[src/rtl/bcd_serial_converter.sv]
// Sequential binary-to-BCD converter (shift-and-add-3) producing registered
// tens/ones digits for a two-digit display, with a start/busy/done handshake.
module bcd_serial_converter #(
    parameter int WIDTH = 6
) (
    input  logic             clock,
    input  logic             reset,
    input  logic             start,
    input  logic [WIDTH-1:0] value,
    output logic             busy,
    output logic             done,
    output logic             valid,
    output logic [3:0]       tens,
    output logic [3:0]       ones
);

    typedef enum logic [1:0] {
        IDLE  = 2'd0,
        SHIFT = 2'd1,
        DONE  = 2'd2
    } state_t;

    state_t           state_q, state_d;
    logic [WIDTH-1:0] bin_q, bin_d;
    logic [7:0]       bcd_q, bcd_d;
    logic [2:0]       count_q, count_d;
    logic             busy_q, busy_d;
    logic             done_q, done_d;
    logic             valid_q, valid_d;
    logic [3:0]       tens_q, tens_d;
    logic [3:0]       ones_q, ones_d;

    logic [3:0]       hi_corr;
    logic [3:0]       lo_corr;
    logic [7:0]       bcd_next;

    always_comb begin
        // Tens nibble stays below 8 for inputs up to 63, so its MSB is dropped on shift.
        hi_corr  = (bcd_q[7:4] >= 4'd5) ? bcd_q[7:4] + 4'd3 : bcd_q[7:4];
        lo_corr  = (bcd_q[3:0] >= 4'd5) ? bcd_q[3:0] + 4'd3 : bcd_q[3:0];
        bcd_next = {hi_corr[2:0], lo_corr, bin_q[WIDTH-1]};

        state_d = state_q;
        bin_d   = bin_q;
        bcd_d   = bcd_q;
        count_d = count_q;
        busy_d  = busy_q;
        done_d  = 1'b0;
        valid_d = valid_q;
        tens_d  = tens_q;
        ones_d  = ones_q;

        case (state_q)
            IDLE, DONE: begin
                if (start) begin
                    state_d = SHIFT;
                    bin_d   = value;
                    bcd_d   = 8'd0;
                    count_d = 3'(WIDTH);
                    busy_d  = 1'b1;
                end else begin
                    state_d = IDLE;
                    busy_d  = 1'b0;
                end
            end
            SHIFT: begin
                bcd_d   = bcd_next;
                bin_d   = bin_q << 1;
                count_d = count_q - 3'd1;
                if (count_q == 3'd1) begin
                    state_d = DONE;
                    busy_d  = 1'b0;
                    done_d  = 1'b1;
                    valid_d = 1'b1;
                    tens_d  = bcd_next[7:4];
                    ones_d  = bcd_next[3:0];
                end
            end
            default: begin
                state_d = IDLE;
                busy_d  = 1'b0;
            end
        endcase
    end

    always_ff @(posedge clock) begin
        if (reset) begin
            state_q <= IDLE;
            bin_q   <= '0;
            bcd_q   <= 8'd0;
            count_q <= 3'd0;
            busy_q  <= 1'b0;
            done_q  <= 1'b0;
            valid_q <= 1'b0;
            tens_q  <= 4'd0;
            ones_q  <= 4'd0;
        end else begin
            state_q <= state_d;
            bin_q   <= bin_d;
            bcd_q   <= bcd_d;
            count_q <= count_d;
            busy_q  <= busy_d;
            done_q  <= done_d;
            valid_q <= valid_d;
            tens_q  <= tens_d;
            ones_q  <= ones_d;
        end
    end

    assign busy  = busy_q;
    assign done  = done_q;
    assign valid = valid_q;
    assign tens  = tens_q;
    assign ones  = ones_q;

endmodule

[config.mk]
export PLATFORM = sky130hd
export DESIGN_NAME = bcd_serial_converter
export DESIGN_NICKNAME = d
export VERILOG_FILES = /design/src/rtl/bcd_serial_converter.sv
export SDC_FILE = /design/constraint.sdc
export NUM_CORES = 1
export LEC_CHECK = 0
export BUFFER_PORTS_ARGS = -buffer_cell sky130_fd_sc_hd__buf_2
export CAP_MARGIN = 20
export CORE_UTILIZATION = 51
export DETAILED_ROUTE_END_ITERATION = 16
export PLACE_DENSITY_LB_ADDON = 0.15
export SLEW_MARGIN = 20
export SYNTH_ARGS = -nofsm -noshare
export SYNTH_HDL_FRONTEND = slang
export SYNTH_SLANG_ARGS = --single-unit
[constraint.sdc]
create_clock -name clock -period 1.9 [get_ports clock]
set_clock_uncertainty 0.15 [all_clocks]
set_input_delay 0.38 -clock clock [delete_from_list [all_inputs] [get_ports clock]]
set_output_delay 0.38 -clock clock [all_outputs]
set_load 0.1 [all_outputs]
# [Word-level counts from Yosys, hierarchy flattened]
# Index checks and enable logic that the tools add are counted.
[totals] reg_bits=30 inputBits=9 out_inout_bits=11 elab_cells=41
[classes] addsub=3 magnitude_cmp=2 n_eq_ne=5 mux=15 n_bitwise=1 n_reduce_logical=6
[ops] operator="case mux 8 bit (2 select lines)" n=1
[ops] operator="case mux 6 bit (2 select lines)" n=1
[ops] operator=">= comparator 4 x 3 -> 1 bit, second input constant" n=2
[ops] operator="two-way mux 8 bit" n=1
[ops] operator="two-way mux 3 bit" n=2
[ops] operator="two-way mux 6 bit" n=1
[ops] operator="case mux 3 bit (2 select lines)" n=1
[ops] operator="adder 4 x 2 -> 4 bit, second input constant" n=1
[ops] operator="two-way mux 1 bit" n=4
[ops] operator="two-way mux 4 bit" n=1
[ops] operator="!= test 2 bit, second input constant" n=2
[ops] operator="case mux 2 bit (2 select lines)" n=1
[ops] operator="AND reduction 2 bit" n=2
[ops] operator="OR reduction 2 bit" n=2
[ops] operator="adder 3 x 2 -> 3 bit, second input constant" n=1
[ops] operator="== test 3 x 1 -> 1 bit, second input constant" n=1
[ops] operator="subtractor 3 x 1 -> 3 bit, second input constant" n=1
[ops] operator="== test 2 x 1 -> 1 bit, second input constant" n=1
[ops] operator="== test 2 bit, second input constant" n=1
[ops] operator="zero test 2 bit" n=1
[ops] operator="two-way mux 2 bit" n=1
[ops] operator="case mux 1 bit (2 select lines)" n=1
[ops] operator="nonzero test 2 bit" n=1
[ops] operator="inverter 1 bit" n=1

# [Depth between registers and ports, before layout]
[depth] ltp_word=4 ltp_mapped=7 ltp_nobuf=6

# [Least setup slack after synthesis]
# Ideal clock, no wire load.
[synth_timing] path_type="register to register" from="register busy (netlist name)" to="register ones_q[1] (netlist: ones[1])" setup_ps=74 arrival_time_ps=1896 required_time_ps=1676 path_slack_ps=-219 stages_incl_launch_ff=6 n_path_buf=2 cell_sequence="dfxtp_1 -> nand2b_1 -> buf_6 -> or3_1 -> buf_6 -> o22ai_2"
[synth_rtl] item="end signal: assignment" line_no="106" rtl="ones_q <= ones_d;"
[synth_rtl] item="end: declaration" line_no="31" rtl="logic [3:0] ones_q, ones_d;"

# [Worst setup path in the final report]
[layout_timing] from="register bcd_q[0]" to="register bcd_q[2]"
[layout_via] elab_chain_cells=3 elab_cells_between_ends=4 cone_classes="1 x add/sub; 1 x order compare; 2 x mux"
[layout_lines] item="start: declaration" line_no="25" rtl="logic [7:0] bcd_q, bcd_d;"
[layout_lines] item="start signal: assignment" line_no="90" rtl="bcd_q <= 8'd0;"
[layout_lines] item="start signal: assignment" line_no="100" rtl="bcd_q <= bcd_d;"
[layout_lines] item="adder 4 x 2 -> 4 bit or >= comparator 4 x 3 -> 1 bit (tied branches)" line_no="40" rtl="lo_corr = (bcd_q[3:0] >= 4'd5) ? bcd_q[3:0] + 4'd3 : bcd_q[3:0];"
[layout_lines] item="two-way mux 4 bit *" line_no="40"
[layout_lines] item="case mux 8 bit (2 select lines) *" line_no="53" rtl="case (state_q)"
# Every way passes the cells marked *; elsewhere a longest branch is shown, timed or not.
# A chain may end at the register's enable or synchronous reset.

==> results.txt <==
* Count of flip-flops with a built-in enable after synthesis: 0
- Measured on the finished design, the core utilization comes to 61.3%.
- In this run the number of H-tree levels came out at 2.
- In this run, the number of DRC markers left after iteration 0 of detailed routing was 11.
- The total count of hold-check failures in the final report is 0.
- Initial antenna violation count: 0
- Top-Level Pins: 20
- Worst setup timing slack at the placement stage: 0.179 ns
* Total clock buffers created by CTS: 5
- The synthesized netlist occupies a cell area of 0.00132 sq mm.
* Peak clock frequency supported by timing: 576 MHz
* Post-DP HPWL: 1.75 mm
- Area of the multi-input gates: 646 sq um
* Pwr/cell area: 899 mW/mm^2
- Data arrival time of the worst path: 1.84 ns
- Summed over all layers, the global routing overflow is 0.
- In the final layout, the share of cells above drive strength 1 is 23.6%.
- In the post-route analysis, the smallest setup slack over all paths is 0.165 ns.
- Setup repair after global routing left no endpoint under its margin.
- Synth area leaders: dfxtp_1 44%, ha_1 5.7%, nor2_1 4.8%
- Final Net Count: 175
- Wire length of the first global-routing pass: 4.16 mm
* Worst setup EP type: flop
- After layout, the worst path uses 91.3% of the clock period.
- Final non-filler cell total: 191
* Resized Gates After CTS: 0
- Root buffer cell: clkbuf_4
- Most used standard cell by instance count after synthesis: dfxtp_1
- At the end of routability-driven placement, the weighted congestion stood at 0.820.
- Across every metal layer, demand over resource in global routing totals 21.3%.
- CTS max path bufs: 2
* Largest net degree at the start of global routing: 17
- Cell accounting for the most synthesized area: dfxtp_1
* Clock tree from TritonCTS: yes
- Top cells by instance count after synthesis: 29 x dfxtp_1, 17 x nor2_1, 10 x a21oi_1, 9 x inv_1, 9 x nand2b_1
* Vertical extent of the die: 52.9 um
* Hold-fix buffer count after cts: 0
- Total die area: 0.00280 sq mm
- Synth cell types: 29
- Clk sinks: 29
* Register area: 582 sq um
* Max-cap violation count: 0
- For this run, asynchronously set or reset flops after synthesis account for 0%.
* Count of filler cells inserted in the layout: 226
- Critical path launch point type: flop
* Leakage component of the power: 0.606 nW
- Antenna Cells: 0
- The worst pin sits at a relative slew slack of 67.5%.
- After clock tree synthesis, the setup repair step added 0 buffers.
* Share of the yosys chip area belonging to registers: 43.9%
* Setup violators final: 0
- Routed wire length per instance: 12.9 um
* Initial core utilization: 53.9%
- Antenna viol nets, final: 0
- Total length of routed wires: 2.47 mm
* Period minus WS final: 1.74 ns
- After synthesis, the largest area contributor takes up 43.9% of total cell area.
* Core Box Area: 0.00245 sq mm
- The critical path in this run is classified as reg -> reg.
- Setup Total Neg Slack: 0 ns
- At the later pin of the worst-skew pair, clock insertion delay measures 0.33 ns.
* Required time of the critical path: 2.01 ns
- Total instance count after detailed placement: 183
- Post-CTS clock slew at the launch and capture registers of the worst setup and hold paths: 0.09 ns
* Status: finished, final reports clean
* Worst hold-check path type: in -> reg
- The cell count after synthesis came out at 141.
- In the routed layout, each cell is associated on average with a via count of 5.27.
* First-pass detailed-route iteration total: 4
* Rows: 18
- Max-slew violation total from the final report: 0
- Maximum ir drop on the vdd rail: 0.000949 V
- DRC violations left: 0
* Syn. warnings: 0
- Net Count, Synth: 156
* Prevailing post-synth register cell: dfxtp_1
- Vias post-DR: 1006
* Via count of the first global-routing pass: 945
* Area growth from synthesis to final layout: 13.8%
- Die width: 52.9 um
* IO buf count: 19
- Synthesis-stage register bit count: 29
- At the pin with the least slew margin, the transition time is 0.490 ns.
* Highest fanout seen on the critical path: 5
- Avg Synthesized Cell Area: 9.38 sq um
-- layer usage --
layer	vias up	track usage [%]	routed length, um
met5	-	0	0
met3	6	8.62	98
met1	461	27.0	1220
met4	0	9.21	49
met2	12	31.6	1100
li1	527	-	-
-- state kept, by name (all words and copies together), names as in the netlist --
signal / count
bcd_q: 8
bin_q: 6
busy: 1
count_q: 3
done: 1
ones: 4
state_q: 1
tens: 4
valid: 1
-- per-stage QoR --
step                      power (mW)  hold WS, ns  area (sq um)
after floorplan                0.797        0.307          1320
after global placement         0.824        0.301          1420
after detailed placement       0.830        0.324          1420
after CTS                       1.37        0.157          1510
after global routing            1.41        0.189          1510
final                           1.35        0.166          1510
-- final timing paths --
| kind | cells past startpoint | slack, ns | from | endpoint |
|---|---|---|---|---|
| worst min register to register | 2 | 0.34 | valid | valid |
| worst max-delay path | 6 | 0.16 | bcd_q[0] | bcd_q[2] |
| worst max register to register | 6 | 0.16 | bcd_q[0] | bcd_q[2] |
| worst min-delay path | 3 | 0.17 | value[0] | bin_q[0] |
-- layout make-up --
type | count | area share [%]
sequential | 29 | 38.7
timing repair buffer | 22 | 7.81
clock inverter | 2 | 2.49
tap | 30 | 2.49
clock buffer | 6 | 3.41
inverter | 9 | 2.24
multi-input combinational | 93 | 42.9
-- cells by family (layout without fill, tap and decap cells) --
family          after synthesis  after routing  share of synthesized area (%)
buf+inv                      19             39                           7.28
compound gates               33             33                           17.4
fa+ha+maj                     6              6                           5.68
simple gates                 43             43                           17.5
mux                           8              8                           6.24
xor+xnor                      3              3                           1.99
flops                        29             29                           43.9
-- power by group --
group | internal (mW) | total (mW) | switching (mW)
Combinational | 0.0551 | 0.166 | 0.110
Clock | 0.313 | 0.538 | 0.225
Sequential | 0.634 | 0.650 | 0.0157
-- layout by cell type (no fill, tap or decap), types with 2 or more instances in the layout --
| master | instances |
|---|---|
| nand3_1 | 2 |
| o21ai_0 | 3 |
| ha_1 | 6 |
| o22ai_2 | 4 |
| o22ai_1 | 5 |
| dfxtp_1 | 28 |
| nor2_1 | 17 |
| nand2b_1 | 9 |
| inv_1 | 9 |
| buf_2 | 19 |
| nor3_1 | 2 |
| mux2_2 | 2 |
| a21oi_1 | 10 |
| clkbuf_4 | 5 |
| mux2i_1 | 6 |
| nand3b_1 | 2 |
| buf_4 | 3 |
| xnor2_1 | 2 |
| a211oi_1 | 8 |
| or3_1 | 4 |
| nor3b_1 | 3 |
| a22oi_1 | 2 |
-- critical path, cell delays in order, from the launching register on --
cell and delay (ns):
dfxtp_1 0.34, inv_1 0.10, ha_1 0.23, nand2b_1 0.09, a21oi_1 0.23, mux2_2 0.39, o22ai_1 0.14
No activity file was read; power rests on OpenSTA's default activity.
